`config.mk`:
```
export PLATFORM = sky130hd
export DESIGN_NAME = leaf_stream_fifo
export DESIGN_NICKNAME = d
export VERILOG_FILES = /design/src/rtl/leaf_stream_pkg.sv /design/src/rtl/leaf_stream_fifo.sv
export SDC_FILE = /design/constraint.sdc
export NUM_CORES = 1
export LEC_CHECK = 0
export BUFFER_PORTS_ARGS = -buffer_cell sky130_fd_sc_hd__buf_4
export CAP_MARGIN = 15
export CORE_MARGIN = 4
export CORE_UTILIZATION = 45
export DETAILED_ROUTE_END_ITERATION = 12
export MAX_ROUTING_LAYER = met4
export PLACE_DENSITY = 0.64
export SKIP_CTS_REPAIR_TIMING = 1
export SYNTH_ARGS = -nofsm -noshare
export SYNTH_HDL_FRONTEND = slang
export SYNTH_SLANG_ARGS = --single-unit
```
`constraint.sdc`:
```
create_clock -name clk -period 4.1 [get_ports clk]
set_input_delay 0.205 -clock clk [delete_from_list [all_inputs] [get_ports clk]]
set_output_delay 0.205 -clock clk [all_outputs]
set_load 0.005 [all_outputs]
```
`src/rtl/leaf_stream_pkg.sv`:
```
// Shared constants and helpers for the leaf stream FIFO.
//   DEFAULT_WIDTH : default payload width in bits
//   DEFAULT_DEPTH : default entry count (power of two, >= 2)
//   count_width() : bits needed to hold an occupancy of 0..depth
package leaf_stream_pkg;

    localparam int unsigned DEFAULT_WIDTH = 8;
    localparam int unsigned DEFAULT_DEPTH = 4;

    // Occupancy must reach DEPTH itself, hence one bit more than the pointer.
    function automatic int unsigned count_width(input int unsigned depth);
        return $clog2(depth) + 1;
    endfunction

endpackage

```
`src/rtl/leaf_stream_fifo.sv`:
```
// Single-clock valid/ready stream FIFO with an occupancy count and a sticky
// overflow flag.
//   clk       : clock, all state updates on the rising edge
//   rst       : synchronous active-high reset
//   in_valid  : upstream presents in_data
//   in_ready  : FIFO can accept in_data this cycle (registered, not full)
//   in_data   : write payload
//   out_valid : out_data holds the oldest entry (registered, not empty)
//   out_ready : downstream consumes this cycle
//   out_data  : head-of-queue payload, read straight from storage
//   count     : occupancy 0..DEPTH
//   overflow  : sticky, set by any write attempt while full; cleared by rst
module leaf_stream_fifo
    import leaf_stream_pkg::*;
#(
    parameter int unsigned WIDTH = DEFAULT_WIDTH,
    parameter int unsigned DEPTH = DEFAULT_DEPTH
) (
    input  logic                     clk,
    input  logic                     rst,
    input  logic                     in_valid,
    output logic                     in_ready,
    input  logic [WIDTH-1:0]         in_data,
    output logic                     out_valid,
    input  logic                     out_ready,
    output logic [WIDTH-1:0]         out_data,
    output logic [$clog2(DEPTH):0]   count,
    output logic                     overflow
);

    localparam int unsigned PTR_W = $clog2(DEPTH);
    localparam int unsigned CNT_W = count_width(DEPTH);

    logic [WIDTH-1:0] mem [DEPTH];

    logic [PTR_W-1:0] wr_ptr;
    logic [PTR_W-1:0] rd_ptr;
    logic [PTR_W-1:0] wr_ptr_next;
    logic [PTR_W-1:0] rd_ptr_next;
    logic [CNT_W-1:0] count_next;
    logic             in_ready_next;
    logic             out_valid_next;
    logic             overflow_next;
    logic             wr_en;
    logic             rd_en;

    // Next-state: pointers, occupancy, and the flags derived from it.
    always_comb begin
        wr_en          = 1'b0;
        rd_en          = 1'b0;
        wr_ptr_next    = wr_ptr;
        rd_ptr_next    = rd_ptr;
        count_next     = count;
        overflow_next  = overflow;

        wr_en = in_valid && in_ready;
        rd_en = out_valid && out_ready;

        // Pointers are exactly log2(DEPTH) bits, so the increment wraps.
        if (wr_en) begin
            wr_ptr_next = wr_ptr + PTR_W'(1);
        end
        if (rd_en) begin
            rd_ptr_next = rd_ptr + PTR_W'(1);
        end

        unique case ({wr_en, rd_en})
            2'b10:   count_next = count + CNT_W'(1);
            2'b01:   count_next = count - CNT_W'(1);
            default: count_next = count;
        endcase

        if (in_valid && !in_ready) begin
            overflow_next = 1'b1;
        end

        // Flags are registered from the next occupancy so neither handshake
        // output has a combinational path from the other side.
        in_ready_next  = (count_next != CNT_W'(DEPTH));
        out_valid_next = (count_next != CNT_W'(0));
    end

    // Control state register.
    always_ff @(posedge clk) begin
        if (rst) begin
            wr_ptr    <= '0;
            rd_ptr    <= '0;
            count     <= '0;
            overflow  <= 1'b0;
            in_ready  <= 1'b1;
            out_valid <= 1'b0;
        end else begin
            wr_ptr    <= wr_ptr_next;
            rd_ptr    <= rd_ptr_next;
            count     <= count_next;
            overflow  <= overflow_next;
            in_ready  <= in_ready_next;
            out_valid <= out_valid_next;
        end
    end

    // Storage array; no reset so it maps onto plain registers or RAM.
    always_ff @(posedge clk) begin
        if (wr_en && !rst) begin
            mem[wr_ptr] <= in_data;
        end
    end

    // Head entry is visible without an extra register stage.
    assign out_data = mem[rd_ptr];

endmodule

```
==> results of run 1 <==
==> path summary, 6_finish.rpt <==
kind,start,end,slack [ns],cells after the start
max,in_ready,in_ready,2.02,6
min,in_data[0],mem[1][0],0.11,1
max reg2reg,in_ready,in_ready,2.02,6
min reg2reg,overflow,overflow,0.49,2
==> kinds of logic after synthesis <==
kind of cell	after synthesis
compound gates	7
xor+xnor	6
fa+ha+maj	6
buf+inv	7
flops	44
mux	9
simple gates	22
==> synthesized netlist by cell type <==
cell type | n | share of area, %
a211o_1 | 1 | 0.51
a21oi_1 | 4 | 1.2
a221oi_1 | 1 | 0.51
and2_1 | 5 | 1.8
buf_1 | 2 | 0.44
buf_2 | 1 | 0.29
buf_6 | 1 | 0.66
dfxtp_1 | 12 | 14
edfxtp_1 | 32 | 56
fa_1 | 1 | 1.2
ha_1 | 5 | 3.7
inv_1 | 3 | 0.66
mux2i_1 | 1 | 0.59
mux4_2 | 8 | 11
nand2_1 | 2 | 0.44
nand3_1 | 2 | 0.59
nor2_1 | 10 | 2.2
nor2b_1 | 1 | 0.37
nor3b_1 | 1 | 0.44
o21ai_0 | 1 | 0.29
or3_1 | 1 | 0.37
xnor2_1 | 3 | 1.5
xor2_1 | 3 | 1.5
==> layout make-up <==
cell class,count,area [um^2],area share (%)
Sequential cell,44,1200,58.1
Timing Repair Buffer,25,188,9.08
Clock inverter,2,60.1,2.91
Tap cell,48,60.1,2.91
Clock buffer,6,72.6,3.51
Inverter,3,11.3,0.545
Multi-Input combinational cell,50,474,22.9
==> sequential cells by signal, indices dropped and copies added, names as in the netlist, named ones only <==
signal	cells
mem	32
count	3
rd_ptr	2
wr_ptr	2
in_ready	1
out_valid	1
overflow	1
==> worst reg2reg max path, cell delays in order (launching register included) <==
cell,delay (ns)
dfxtp_1,0.37
nand2_1,0.14
ha_1,0.26
fa_1,0.38
xnor2_1,0.17
or3_1,0.34
a211o_1,0.31
==> placed cells by master (no fill, tap or decap) <==
| cell type | Yosys | final |
|---|---|---|
| nor3b_1 | 1 | 1 |
| dfxtp_1 | 12 | 12 |
| clkbuf_1 | 0 | 1 |
| nand3_1 | 2 | 2 |
| fa_1 | 1 | 1 |
| or3_1 | 1 | 1 |
| o21ai_0 | 1 | 1 |
| a221oi_1 | 1 | 1 |
| inv_1 | 3 | 3 |
| ha_1 | 5 | 5 |
| xor2_1 | 3 | 3 |
| buf_4 | 0 | 25 |
| clkbuf_8 | 0 | 5 |
| mux4_2 | 8 | 8 |
| nor2b_1 | 1 | 1 |
| a211o_1 | 1 | 1 |
| and2_1 | 5 | 5 |
| bufinv_16 | 0 | 2 |
| mux2i_1 | 1 | 1 |
| nor2_1 | 10 | 10 |
| xnor2_1 | 3 | 3 |
| edfxtp_1 | 32 | 32 |
| a21oi_1 | 4 | 4 |
| nand2_1 | 2 | 2 |
==> where the power goes <==
group	total, W	internal [W]	switching, W
combinational	0.000177	0.000104	0.0000727
sequential	0.000545	0.000511	0.0000339
clock	0.000383	0.000243	0.000139
total	0.00110	0.000858	0.000246
==> layer usage <==
layer  part of all wire (%)  track usage, %  wire (um)  vias to the layer above
li1                       -               -          -                      428
met1                     44            14.5       1160                      435
met2                     50            18.8       1340                       21
met3                    5.6            4.06        150                        2
met4                   0.15            5.74          4                        0
met5                      0               -          0                        -
==> through the flow <==
step / hold WS, ns / utilization, % / instances / total power (W)
2_1_floorplan: 0.284 / - / 101 / 0.000663
3_3_place_gp: 0.405 / 52.8 / 170 / 0.000730
3_5_place_dp: 0.411 / 52.8 / 170 / 0.000736
4_1_cts: 0.0944 / 56.5 / 178 / 0.00112
5_1_grt: 0.0891 / 56.5 / 178 / 0.00116
6_report: 0.111 / 56.5 / 178 / 0.00110
==> metrics.md, run 1 <==
| Metric | Value |
|---|---|
| Initial antenna violation count | `0` |
| Fin crit share | `50.7%` |
| Vias | `886` |
| Worst Max-Slew Pin Slew | `between 0.5 and 0.6 ns` |
| Clock tree buffer depth | `2` |
| Total CTS buffers | `5` |
| Top delay family on crit path | `adder cells` |
| Setup skew after layout | `between 0.008 and 0.009 ns` |
| Post-synthesis mux area share | `~11%` |
| Distinct cells, synth | `23` |
| IO buf count | `25` |
| GRT Residual Overflow | `0` |
| Synth Area in Compound Gates | `under 10%` |
| # rows | `22` |
| Pre-CTS setup slack | `slightly above 2 ns` |
| Placer Congestion | `0.809` |
| DP Area | `0.00193 mm^2` |
| CP bufs+invs | `0` |
| I/O Pins | `26` |
| Clk root buf | `clkbuf_8` |
| # DRC | `0` |
| Largest family of logic cells by synthesized area | `multiplexers` |
| Antenna-violating nets left | `0` |
| Yosys warns | `0` |
| Largest net degree at the start of global routing | `15` |
| Yosys reg bits | `44` |
| Initial cell density of the core | `46.7%` |
| CTS tree | `built` |
| Final setup viols | `0` |
| Mapped Area | `0.00171 mm^2` |
| Number of antenna diodes | `0` |
| Total Wirelength | `between 2000 and 3000 um` |
| Crit path kind | `reg -> reg` |
| Placed wire-length estimate | `~1800 um` |
| Seq/Total Area, Yosys | `between 70 and 80%` |
| H-Tree Depth | `2` |
| Power density cells | `around 530 mW/mm^2` |
| Worst Hold Class | `in -> reg` |
| Die Y | `around 70 um` |
| Die Wd | `between 60 and 70 um` |
| Synthesized Nets | `around 120` |
| Syn-to-layout area delta | `20.8%` |
| Routed WL per cell | `about 15 um` |
| Max Cap Viol | `0` |
| Fmax | `around 480 MHz` |
| First-pass GRT wire length | `around 4300 um` |
| Vias in the first global route | `slightly below 900` |
| Unrepaired setup endpoints after global routing | `no` |
| Slew headroom | `between 60% and 70%` |
| Worst skew pair latency | `between 0.2 and 0.3 ns` |
| Run status | `finished, final reports clean` |
| Drt pass-1 iters | `4` |
| Final Hold Vio Count | `0` |
| Fin crit period | `roughly 2.1 ns` |
| Share of cells above drive strength 1 | `approximately 31%` |
| Final instance area | `0.00207 mm^2` |
| CTS sink cnt | `44` |
| Setup ws final | `a little over 2 ns` |
| Post-synthesis simple-gate area fraction | `under 10%` |
| Core area | `between 0.003 and 0.004 mm^2` |
| Peak supply drop | `0.000312 V` |
| Layout filler cell count | `a little over 300` |
| DIE AREA | `between 0.004 and 0.005 mm^2` |
| Gr usage total | `12.2%` |
| DRT iter0 DRCs | `between 50 and 60` |
| XOR/XNOR share of the synthesized area | `3.07%` |
| Layout Nets | `around 150` |
| Synth Area in Adders | `4.83%` |
| Crit path capture type | `flip-flop` |
| Mean Syn Cell Area | `around 17 um^2` |
| Crit path max fanout | `4` |
| Worst-path cell chain | `nand2_1 -> ha_1 -> fa_1 -> xnor2_1 -> or3_1 -> a211o_1` |
| Setup TNS | `0 ns` |
| Post-DR vias/cell | `4.98` |
| Worst-path clk slew | `around 0.080 ns` |
| Crit path required time | `between 4 and 5 ns` |
| CP max stage delay | `approximately 0.38 ns` |
| Leak | `0.758 nW` |
| Worst Setup Start Kind | `flip-flop` |
| Max-slew violation count | `0` |
| Synth Instances | `slightly above 100` |
| Critical-path cell with the highest stage delay | `fa_1` |
| Crit path DAT | `roughly 2.3 ns` |
Power figures use the tool's default switching activity.
==> inputs of run 2 (changes only) <==
--- a/config.mk
+++ b/config.mk
@@ -5,13 +5,14 @@
 export SDC_FILE = /design/constraint.sdc
 export NUM_CORES = 1
 export LEC_CHECK = 0
+export ABC_AREA = 1
 export BUFFER_PORTS_ARGS = -buffer_cell sky130_fd_sc_hd__buf_4
 export CAP_MARGIN = 15
 export CORE_MARGIN = 4
 export CORE_UTILIZATION = 45
 export DETAILED_ROUTE_END_ITERATION = 12
 export MAX_ROUTING_LAYER = met4
-export PLACE_DENSITY = 0.64
+export PLACE_DENSITY = 0.66
 export SKIP_CTS_REPAIR_TIMING = 1
 export SYNTH_ARGS = -nofsm -noshare
 export SYNTH_HDL_FRONTEND = slang
==> constraint.sdc (replaced) <==
create_clock -name clk -period 1.7 [get_ports clk]
set_input_delay 0.085 -clock clk [delete_from_list [all_inputs] [get_ports clk]]
set_output_delay 0.085 -clock clk [all_outputs]
set_load 0.005 [all_outputs]
==> run 2 against run 1 <==
  * Total power grew 140%
  * Clock skew shrank 0.0035 ns
  * Final cell count grew 36%
  * Register-to-register slack lost 1.9 ns
  * Largest power group unchanged
  * Clock-buffer cell count is the same
  * Die area grew 1.9%
  * First-iteration DRC count grew 12%
  * Cell area grew 8.4%
  * Global-route usage grew 2.5 points
  * Clock power grew 98%
==> metrics.md, run 2 <==
| Metric | Value |
|---|---|
| Run status | `finished, final reports clean` |
| Synth area leaders | `edfxtp_1, dfxtp_1, nor2_1` |
| IO buf count | `25 (unchanged)` |
| First-pass GRT wire length | `5380 um (+25%)` |
| Crit path kind | `reg -> out` |
| Critical-path cell with the highest stage delay | `dfxtp_1` |
| Leak | `0.900 nW (+19%)` |
| Worst r2r dst | `in_ready` |
| H-Tree Depth | `2 (unchanged)` |
| Placed Cells | `224 (+32%)` |
| Worst Max-Slew Pin Slew | `0.364 ns (-0.192 ns)` |
| Yosys reg bits | `44 (unchanged)` |
| Distinct cells, synth | `19 (-17%)` |
| Final setup viols | `0 (unchanged)` |
| DP Area | `0.00202 mm^2 (+4.3%)` |
| CTS sink cnt | `44 (unchanged)` |
| Reg2reg start | `out_valid` |
| Ys flop type | `edfxtp_1` |
| Largest Register | `mem` |
| Top cell type's share of synthesized area | `55.0% (-1.2 points)` |
| Largest net degree at the start of global routing | `17 (+2)` |
| Grt met3 use | `5.04% (+0.98 points)` |
| Post-synth EDFFs | `32 (unchanged)` |
| CP max stage delay | `0.54 ns (+0.16 ns)` |
| Worst-path cell chain | `inv_1 -> o21ai_0 -> o22ai_1 -> buf_4` |
| Placed wire-length estimate | `2240 um (+22%)` |
| Peak supply drop | `0.000623 V (+100%)` |
| Max Cap Viol | `0 (unchanged)` |
| Power density cells | `1200 mW/mm^2 (+130%)` |
| Fin util | `60.3% (+3.8 points)` |
| Largest register FFs | `32 (unchanged)` |
| Synth Instances | `147 (+46%)` |
| # DRC | `0 (unchanged)` |
| Number of antenna diodes | `0 (unchanged)` |
| DRT iter0 DRCs | `66 (+12%)` |
| Crit path DAT | `1.49 ns (-0.76 ns)` |
| Vias in the first global route | `1191 (+34%)` |
| Antenna-violating nets left | `0 (unchanged)` |
| Seq/Total Area, Yosys | `68.8% (-1.5 points)` |
| Sw Ratio | `26.6% (+4.3 points)` |
| DIE AREA | `0.00494 mm^2 (+1.9%)` |
| Post-route insts no fill | `242 (+36%)` |
| Int Power | `0.00198 W (+130%)` |
| Hold slack | `0.000870 ns (-0.110 ns)` |
| Fin crit share | `between 90% and 100%` |
| Crit path required time | `1.62 ns (-2.65 ns)` |
| Synthesized Nets | `165 (+39%)` |
| Grt met2 use | `24.9% (+6.2 points)` |
| Met1 usage | `16.5% (+2.0 points)` |
| Mapped Area | `0.00175 mm^2 (+2.1%)` |
| CTS tree | `built` |
| P_sw | `0.000715 W (+190%)` |
| Share of cells above drive strength 1 | `25.8% (-5.0 points)` |
| Fmax | `between 600 and 700 MHz` |
| I/O Pins | `26 (unchanged)` |
| Routed WL per cell | `13.5 um (-9.4%)` |
| FFs w/ async S/R, synth | `0% (unchanged)` |
| Worst skew pair latency | `0.29 ns (about the same)` |
| Most frequent cells in the layout | `buf_4, edfxtp_1, nor2_1, inv_1, o21ai_0` |
| Placer Congestion | `0.764 (-5.6%)` |
| Post-DR vias/cell | `4.83 (-2.9%)` |
| Pre-CTS setup slack | `0.00859 ns (-2.02 ns)` |
| Setup ws final | `0.126 ns (-1.89 ns)` |
| Setup skew after layout | `0.00523 ns (-0.00349 ns)` |
| Initial antenna violation count | `0 (unchanged)` |
| Commonest non-fill, non-tap cell in the layout | `buf_4` |
| Worst R2R Path Depth | `8 (+2)` |
| Synth area leader | `edfxtp_1` |
| Mean Syn Cell Area | `11.9 um^2 (-30%)` |
| Worst-path clk slew | `0.08 ns (about the same)` |
| Core area | `0.00372 mm^2 (+1.5%)` |
| Clock tree buffer depth | `2 (unchanged)` |
| Drt pass-1 iters | `4 (unchanged)` |
| # rows | `22 (unchanged)` |
| Top Usage Layer GRT | `met2` |
| Final Hold Vio Count | `0 (unchanged)` |
| Worst setup path endpoint | `out_data[4]` |
| Slew headroom | `75.7% (+13 points)` |
| Die Y | `70.3 um (+0.93%)` |
| Clk root buf | `clkbuf_8` |
| Setup slack, reg-to-reg | `0.14 ns (-1.88 ns)` |
| Layout Nets | `211 (+44%)` |
| Largest regs | `mem: 32 flops, count: 3 flops` |
| Worst Setup Start Kind | `flip-flop` |
| Final instance area | `0.00224 mm^2 (+8.4%)` |
| Crit path max fanout | `9 (+5)` |
| Syn-to-layout area delta | `28.2%` |
| Yosys warns | `0 (unchanged)` |
| Die Wd | `70.3 um (+0.93%)` |
| Max-slew violation count | `0 (unchanged)` |
| Most frequent cell after synthesis | `edfxtp_1` |
| Sequential cell fraction of total power | `48.9% (-0.4 points)` |
| Gr usage total | `14.7% (+2.5 points)` |
| Vias | `1170 (+32%)` |
| Fin crit period | `between 1.5 and 2 ns` |
| Initial cell density of the core | `47.0% (+0.28 points)` |
| Total CTS buffers | `5 (unchanged)` |
| Comb pwr share | `23.0% (+7.0 points)` |
| Crit path capture type | `output port` |
| GRT Residual Overflow | `0 (unchanged)` |
| Worst Hold Class | `in -> reg` |
| Layout filler cell count | `314 (+2.3%)` |
| Total Wirelength | `3270 um (+23%)` |
| Leading post-synthesis cells by instance count | `edfxtp_1, nor2_1, inv_1` |
| Clk network pwr share | `28.1% (-6.6 points)` |
run 2: layout make-up:
type                            instances  area [um^2]  share of cell area (%)
Sequential cell                        44         1210                    53.9
Tap cell                               48         60.1                    2.68
Clock inverter                          2         35.0                    1.56
Timing Repair Buffer                   41          328                    14.6
Inverter                               18         67.6                    3.02
Multi-Input combinational cell         83          470                    21.0
Clock buffer                            6         72.6                    3.24
run 2: cells by family after synthesis:
| family | after synthesis | synth area share [%] |
|---|---|---|
| adder cells (fa/ha/maj) | 6 | 4.73 |
| flip-flops | 44 | 68.8 |
| XOR/XNOR | 2 | 1.00 |
| buffers and inverters | 20 | 5.16 |
| AND/OR/NAND/NOR | 42 | 9.67 |
| AO/OA/AOI/OAI | 33 | 10.7 |
run 2: how the worst min path moves through the flow:
stage	to	slack [ns]	from	depth (start not counted)
finish	rd_ptr[1]	0.0009	rst	2
floorplan	flip-flop	0.16	rst	1
CTS	mem[0][2]	-0.01	in_data[2]	1
global route	rd_ptr[1]	0.0002	rst	2
detailed placement	mem[0][2]	0.29	in_data[2]	1
global placement	mem[3][2]	0.28	in_data[2]	1
run 2: stage by stage:
stage / total power [W] / TNS [ns]
floorplan: 0.00166 / 0
global placement: 0.00188 / 0
detailed placement: 0.00192 / 0
CTS: 0.00267 / 0
global route: 0.00287 / -0.0260
finish: 0.00269 / 0
run 2: worst max-delay path: cells and delay by family, from the launching register on:
kind	cells	cell delay, ns
AO/OA/AOI/OAI	2	0.24
buffers and inverters	2	0.41
flip-flops	1	0.54
run 2: per-layer routing:
layer	part of all wire, %	vias up
met1	41	552
li1	-	596
met3	3.3	4
met5	0	-
met2	54	18
met4	1.0	0
run 2: power groups by stage:
stage	logic, W	registers, W	clock network [W]
after CTS	0.000582	0.00132	0.000772
after global routing	0.000716	0.00133	0.000821
final	0.000618	0.00132	0.000757
after global placement	0.000547	0.00133	0
after floorplan	0.000333	0.00133	0
after detailed placement	0.000581	0.00134	0
